<file path="config.mk">
export PLATFORM = sky130hd
export DESIGN_NAME = mod_counter_arbiter
export DESIGN_NICKNAME = d
export VERILOG_FILES = /design/src/rtl/mod_counter_arbiter.sv
export SDC_FILE = /design/constraint.sdc
export NUM_CORES = 1
export LEC_CHECK = 0
export ABC_CLOCK_PERIOD_IN_PS = 3100
export CAP_MARGIN = 10
export CORE_ASPECT_RATIO = 2
export CORE_MARGIN = 5
export CORE_UTILIZATION = 45
export DETAILED_ROUTE_END_ITERATION = 8
export PLACE_DENSITY = 0.73
export SLEW_MARGIN = 10
export SYNTH_ARGS = -nofsm -noshare
export SYNTH_HDL_FRONTEND = slang
export SYNTH_SLANG_ARGS = --single-unit
export TNS_END_PERCENT = 1
</file>
<file path="constraint.sdc">
create_clock -name clk -period 3.1 [get_ports clk]
set_clock_uncertainty 0.1 [all_clocks]
set_input_delay 0.93 -clock clk [delete_from_list [all_inputs] [get_ports clk]]
set_output_delay 0.93 -clock clk [all_outputs]
set_load 0.02 [all_outputs]
</file>
<file path="src/rtl/mod_counter_arbiter.sv">
// mod_counter_arbiter: round-robin sharing of one mod-N up-counter among
// four requesters. The owner counts 0..its latched limit, gets a one-cycle
// done pulse, and the counter is released after a one-cycle gap.
module mod_counter_arbiter #(
    parameter int WIDTH = 3,
    parameter int NREQ  = 4   // must stay 4: pointer and owner are 2 bits wide
) (
    input  logic                    clk,
    input  logic                    rst,
    input  logic [NREQ-1:0]         req,
    input  logic [NREQ*WIDTH-1:0]   limit,
    input  logic                    hold,
    output logic [NREQ-1:0]         gnt,
    output logic [WIDTH-1:0]        count,
    output logic [NREQ-1:0]         done,
    output logic                    busy
);

    localparam logic [1:0] S_IDLE = 2'd0;
    localparam logic [1:0] S_RUN  = 2'd1;
    localparam logic [1:0] S_DONE = 2'd2;

    logic [1:0]       state;
    logic [1:0]       ptr_q;    // highest-priority requester for next arbitration
    logic [1:0]       own_q;    // index of the current owner
    logic [WIDTH-1:0] lim_q;    // terminal count captured at grant
    logic [1:0]       sel;
    logic             found;

    // Pick the first requester with req set, scanning upward from ptr_q.
    always_comb begin
        logic [1:0] cand;
        sel   = '0;
        found = 1'b0;
        cand  = '0;
        for (int k = 0; k < NREQ; k++) begin
            cand = ptr_q + 2'(k);
            if (!found && req[cand]) begin
                sel   = cand;
                found = 1'b1;
            end
        end
    end

    // Grant/run/done sequencing and the shared counter.
    always_ff @(posedge clk) begin
        if (!rst) begin
            state <= S_IDLE;
            gnt   <= '0;
            count <= '0;
            done  <= '0;
            busy  <= 1'b0;
            ptr_q <= '0;
            own_q <= '0;
            lim_q <= '0;
        end else begin
            done <= '0;
            case (state)
                S_IDLE: begin
                    if (found) begin
                        gnt        <= '0;
                        gnt[sel]   <= 1'b1;
                        own_q      <= sel;
                        lim_q      <= limit[sel*WIDTH +: WIDTH];
                        count      <= '0;
                        busy       <= 1'b1;
                        state      <= S_RUN;
                    end
                end
                S_RUN: begin
                    if (!req[own_q]) begin
                        // Owner withdrew: release without a done pulse.
                        gnt   <= '0;
                        count <= '0;
                        busy  <= 1'b0;
                        ptr_q <= own_q + 2'd1;
                        state <= S_IDLE;
                    end else if (hold) begin
                        // Paused: keep everything as is.
                    end else if (count == lim_q) begin
                        gnt         <= '0;
                        count       <= '0;
                        busy        <= 1'b0;
                        done[own_q] <= 1'b1;
                        ptr_q       <= own_q + 2'd1;
                        state       <= S_DONE;
                    end else begin
                        count <= count + 1'b1;
                    end
                end
                S_DONE: begin
                    // done clears via the default above; gap cycle before re-arbitration.
                    state <= S_IDLE;
                end
                default: begin
                    state <= S_IDLE;
                    gnt   <= '0;
                    count <= '0;
                    busy  <= 1'b0;
                end
            endcase
        end
    end

endmodule

</file>
==> flow_summary.json, run 1 <==
{
  "outcome": "completed",
  "fmax_mhz": 367,
  "maxCapViolCount": 0,
  "hp-class": "flop to flop",
  "ir_worst_vdd_uv": 231,
  "ys_seq_area_share_pct": 31.9,
  "synth_area_um2": 1320,
  "cts_buffer_depth": 2,
  "portBuffers": 30,
  "setup_viol": 0,
  "power_frac_seq_pct": 43.9,
  "fin_crit_ns": 2.73,
  "syn_area_per_cell_um2": 8.49,
  "p_int_uw": 493,
  "area_delta_synth_final_pct": 31.8,
  "worstSetupPathType": "primary input to flop",
  "rsz0062_at_grt": "false",
  "layout-drive-gt1-share_pct": 9.95,
  "insertion_delay_ns": 0.26,
  "combPwrFrac_pct": 31.6,
  "synth_commonest_cells": "21 x dfxtp_1, 16 x nand2_1, 12 x inv_1, 10 x o32ai_1, 8 x nand2b_1",
  "cts_resized": 0,
  "grt_overflow": 0,
  "arrival_ns": 2.81,
  "postCtsSetupBuffers": 0,
  "syn_inst": 155,
  "tns_ns": 0,
  "grt_use_total_pct": 17.5,
  "die_width_um": 48.2,
  "switchingPower_uw": 228,
  "routedWlPerCell_um": 15.4,
  "antenna_cells": 0,
  "rows": 27,
  "die_area_um2": 4170,
  "ios": 31,
  "num_vias": 1311,
  "yosys.area.top_type": "dfxtp_1",
  "antenna_found_initial": 0,
  "clock_sinks": 21,
  "dr.pass1.iters": 4,
  "cts_buffers": 3,
  "fin_ws_ns": 0.372,
  "grt_pass1_vias": 1308,
  "post-route-drc-count": 0,
  "drtAntennaViolNets": 0,
  "cts_tree": "built",
  "swShare_pct": 31.7,
  "synth_area_leaders": "dfxtp_1 32%, o32ai_1 6.7%, ha_1 4.8%",
  "yosysMostFrequentCell": "dfxtp_1",
  "ys_ff_latch": 21,
  "post-place-ws_ns": 0.0895,
  "routed_wl_um": 3380,
  "grt_pass1_wl_um": 5510,
  "startpoint_type": "primary input",
  "period_share_pct": 88.0,
  "synth_flop_cell": "dfxtp_1",
  "drt_iter0_drc": 21,
  "via_per_inst": 5.96,
  "dp_hpwl_um": 2800,
  "core_area_um2": 2800,
  "synth_warnings": 0,
  "synthArstFlopShare_pct": 0,
  "power.leakage_nw": 0.658,
  "p_clk_share_pct": 24.5,
  "die_h_um": 86.5,
  "netlist.area_leader.share_pct": 31.9,
  "htree_levels": 1,
  "fin_nets": 216,
  "holdBufCountCts": 0,
  "relSlewSlack_pct": 68.6,
  "synth-edff-count": 0,
  "maxSlewViolCount": 0,
  "syn_nets": 179,
  "place.gp.congestion": 0.904,
  "powerDensity_nw_per_um2": 416,
  "path_max_fanout": 7,
  "cp.required_ns": 3.19,
  "hold_viol": 0,
  "end_kind": "flop",
  "fin_total_pwr_uw": 722,
  "grt_max_degree": 18,
  "tightest_slew_ns": 0.468,
  "clk_pin_slew_ns": 0.08,
  "yosysUniqueCellTypes": 41,
  "initial_core_util_pct": 46.9,
  "cts_root_buffer": "clkbuf_8"
}
cells in the final DEF, fill, tap and decap left out, types with 7 or more instances in the layout:
cell	instances
buf_4	10
nand2b_1	8
o32ai_1	10
inv_1	12
a21oi_1	7
nand2_1	16
dfxtp_1	21
clkdlybuf4s50_1	30
final timing paths:
| path | from | endpoint | slack, ns | cells after the start |
|---|---|---|---|---|
| setup / recovery | req[0] | count[2]$_SDFFE_PN0P_ | 0.37 | 5 |
| hold / removal | gnt[0]$_SDFFE_PN0P_ | gnt[0]$_SDFFE_PN0P_ | 0.36 | 2 |
| setup reg to reg | own_q[0]$_SDFFE_PN0P_ | count[2]$_SDFFE_PN0P_ | 1.04 | 4 |
| hold reg to reg | gnt[0]$_SDFFE_PN0P_ | gnt[0]$_SDFFE_PN0P_ | 0.36 | 2 |
critical path: stages:
cell             delay, ns
clkdlybuf4s50_1       0.47
mux4_2                0.57
and3_4                0.22
or4_4                 0.41
a211oi_2              0.21
flip-flops by register name, summed over array words and instances, names as in the netlist:
name and cells:
state 2, count 3, busy 1, done 4, lim_q 3, own_q 2, gnt 4, ptr_q 2
cell families after synthesis:
| logic type | share of synthesized area (%) |
|---|---|
| buffers and inverters | 6.27 |
| multiplexers | 3.99 |
| XOR/XNOR | 2.00 |
| flip-flops | 31.9 |
| AO/OA/AOI/OAI | 29.7 |
| AND/OR/NAND/NOR | 21.4 |
| adder cells (fa/ha/maj) | 4.75 |
routing by layer:
layer	global-route usage (%)	routed length (um)
met5	0	0
met3	2.08	147
met1	16.8	1200
met2	33.1	1960
met4	7.84	73
stage by stage:
| step | hold WS [ns] | utilization [%] | area (um2) | cells |
|---|---|---|---|---|
| floorplan | 0.374 | - | 1320 | 155 |
| global placement | 0.351 | 60.3 | 1690 | 216 |
| detailed placement | 0.353 | 60.3 | 1690 | 216 |
| CTS | 0.364 | 61.9 | 1740 | 220 |
| global route | 0.382 | 61.9 | 1740 | 220 |
| finish | 0.360 | 61.9 | 1740 | 220 |
power by group through the flow:
| stage | logic (mW) | registers [mW] | clock network (mW) |
|---|---|---|---|
| 3_3_place_gp | 0.219 | 0.322 | 0 |
| 3_5_place_dp | 0.226 | 0.323 | 0 |
| 5_1_grt | 0.248 | 0.321 | 0.193 |
| 4_1_cts | 0.227 | 0.316 | 0.182 |
| 2_1_floorplan | 0.137 | 0.323 | 0 |
| 6_report | 0.228 | 0.317 | 0.177 |
area by class of cell:
type                    instances  area [um2]
flip-flops and latches         21         420
fillers                       263        1070
repair buffers                 40         375
multi-input cells             114         813
well taps                      29        36.3
inverters                      12        45.0
clock buffers                   4        45.0
Power figures use the tool's default switching activity.
==> run 2, diff against run 1 <==
MAX_ROUTING_LAYER = met4   (was default)
==> flow_summary.json, run 2 (synthesized netlist as in run 1, its figures left out) <==
{
  "outcome": "completed",
  "grt_use_total_pct": 18.0,
  "die_area_um2": 4170,
  "cts_root_buffer": "clkbuf_8",
  "htree_levels": 1,
  "grt_max_degree": 18,
  "die_width_um": 48.2,
  "p_int_uw": 493,
  "mostFrequentLayoutCells": "30 x clkdlybuf4s50_1, 21 x dfxtp_1, 16 x nand2_1",
  "clock_sinks": 21,
  "power.leakage_nw": 0.658,
  "period_share_pct": 87.9,
  "dr.pass1.iters": 4,
  "insertion_delay_ns": 0.26,
  "clk_pin_slew_ns": 0.08,
  "final_common_cell": "clkdlybuf4s50_1",
  "post-place-ws_ns": 0.0895,
  "cts_tree": "built",
  "dp_cells": 216,
  "path_max_fanout": 7,
  "power_frac_seq_pct": 43.8,
  "routedWlPerCell_um": 15.4,
  "fin_crit_ns": 2.73,
  "portBuffers": 30,
  "via_per_inst": 5.93,
  "switchingPower_uw": 229,
  "tns_ns": 0,
  "post-route-drc-count": 0,
  "cpMaxStageDelayCell": "mux4_2",
  "fmax_mhz": 367,
  "grt_pass1_wl_um": 5510,
  "die_h_um": 86.5,
  "arrival_ns": 2.81,
  "hp-class": "flop to flop",
  "setup_viol": 0,
  "startpoint_type": "primary input",
  "place.gp.congestion": 0.919,
  "grt_pass1_vias": 1309,
  "combPwrFrac_pct": 31.5,
  "fin_nets": 216,
  "postCtsSetupBuffers": 0,
  "grt_overflow": 0,
  "antenna_cells": 0,
  "drt_iter0_drc": 21,
  "cts_buffers": 3,
  "fin_ws_ns": 0.374,
  "initial_core_util_pct": 46.9,
  "swShare_pct": 31.7,
  "ir_worst_vdd_uv": 231,
  "area_delta_synth_final_pct": 31.8,
  "antenna_found_initial": 0,
  "rsz0062_at_grt": "false",
  "worstSetupPathType": "primary input to flop",
  "end_kind": "flop",
  "crit_chain": "clkdlybuf4s50_1 > mux4_2 > and3_4 > or4_4 > a211oi_2",
  "rows": 27,
  "layout-drive-gt1-share_pct": 9.95,
  "maxCapViolCount": 0,
  "p_clk_share_pct": 24.6,
  "reg2reg_slack_ns": 1.04,
  "num_vias": 1305,
  "tightest_slew_ns": 0.465,
  "crit_family": "simple AND/OR/NAND/NOR gates",
  "ios": 31,
  "powerDensity_nw_per_um2": 416,
  "cts_buffer_depth": 2,
  "worst-path-buf-inv": 1,
  "fin_total_pwr_uw": 722,
  "drtAntennaViolNets": 0,
  "hold_viol": 0,
  "cp.required_ns": 3.19,
  "routed_wl_um": 3380,
  "core_area_um2": 2800,
  "cts_resized": 0,
  "top_regs": "done: 4 flops, gnt: 4 flops",
  "relSlewSlack_pct": 68.7,
  "dp_hpwl_um": 2800,
  "holdBufCountCts": 0,
  "fin_cells": 220,
  "cp_slowest_stage_delay_ns": 0.57,
  "maxSlewViolCount": 0
}
[run 2: cell counts in the layout (fill, tap and decap cells not counted)]
Identical to the previous run, type by type.
[run 2: stage by stage]
| step | cell area, um2 | utilization [%] | hold WS, ns |
|---|---|---|---|
| 2_1_floorplan | 1320 | - | 0.374 |
| 3_3_place_gp | 1690 | 60.3 | 0.351 |
| 3_5_place_dp | 1690 | 60.3 | 0.353 |
| 4_1_cts | 1740 | 61.9 | 0.364 |
| 5_1_grt | 1740 | 61.9 | 0.382 |
| 6_report | 1740 | 61.9 | 0.360 |
[run 2: worst paths after layout]
kind	end	depth (start not counted)	from
hold reg to reg	gnt[0]$_SDFFE_PN0P_	2	gnt[0]$_SDFFE_PN0P_
setup / recovery	count[2]$_SDFFE_PN0P_	5	req[0]
hold / removal	gnt[0]$_SDFFE_PN0P_	2	gnt[0]$_SDFFE_PN0P_
setup reg to reg	count[2]$_SDFFE_PN0P_	4	own_q[0]$_SDFFE_PN0P_
[run 2: cell type report]
type	count	area, um2
Inverter	12	45.0
Sequential cell	21	420
Multi-Input combinational cell	114	813
Timing Repair Buffer	40	375
Tap cell	29	36.3
Clock buffer	4	45.0
Fill cell	263	1070
[run 2: power by group through the flow]
stage	logic [mW]	clock network (mW)	registers [mW]
2_1_floorplan	0.137	0	0.323
3_3_place_gp	0.219	0	0.322
3_5_place_dp	0.226	0	0.323
4_1_cts	0.227	0.182	0.316
5_1_grt	0.248	0.193	0.321
6_report	0.228	0.178	0.317
[run 2: worst reg2reg max path, cell delays in order, from the launching register on]
cell,delay (ns)
dfxtp_1,0.44
mux4_2,0.62
and3_4,0.22
or4_4,0.41
a211oi_2,0.21
[run 2: per-layer routing]
metal,wire length [um],global-route usage [%],up-vias
li1,-,-,660
met2,1950,33.1,36
met3,154,2.08,6
met1,1200,16.8,603
met4,75,7.84,0
met5,0,-,-
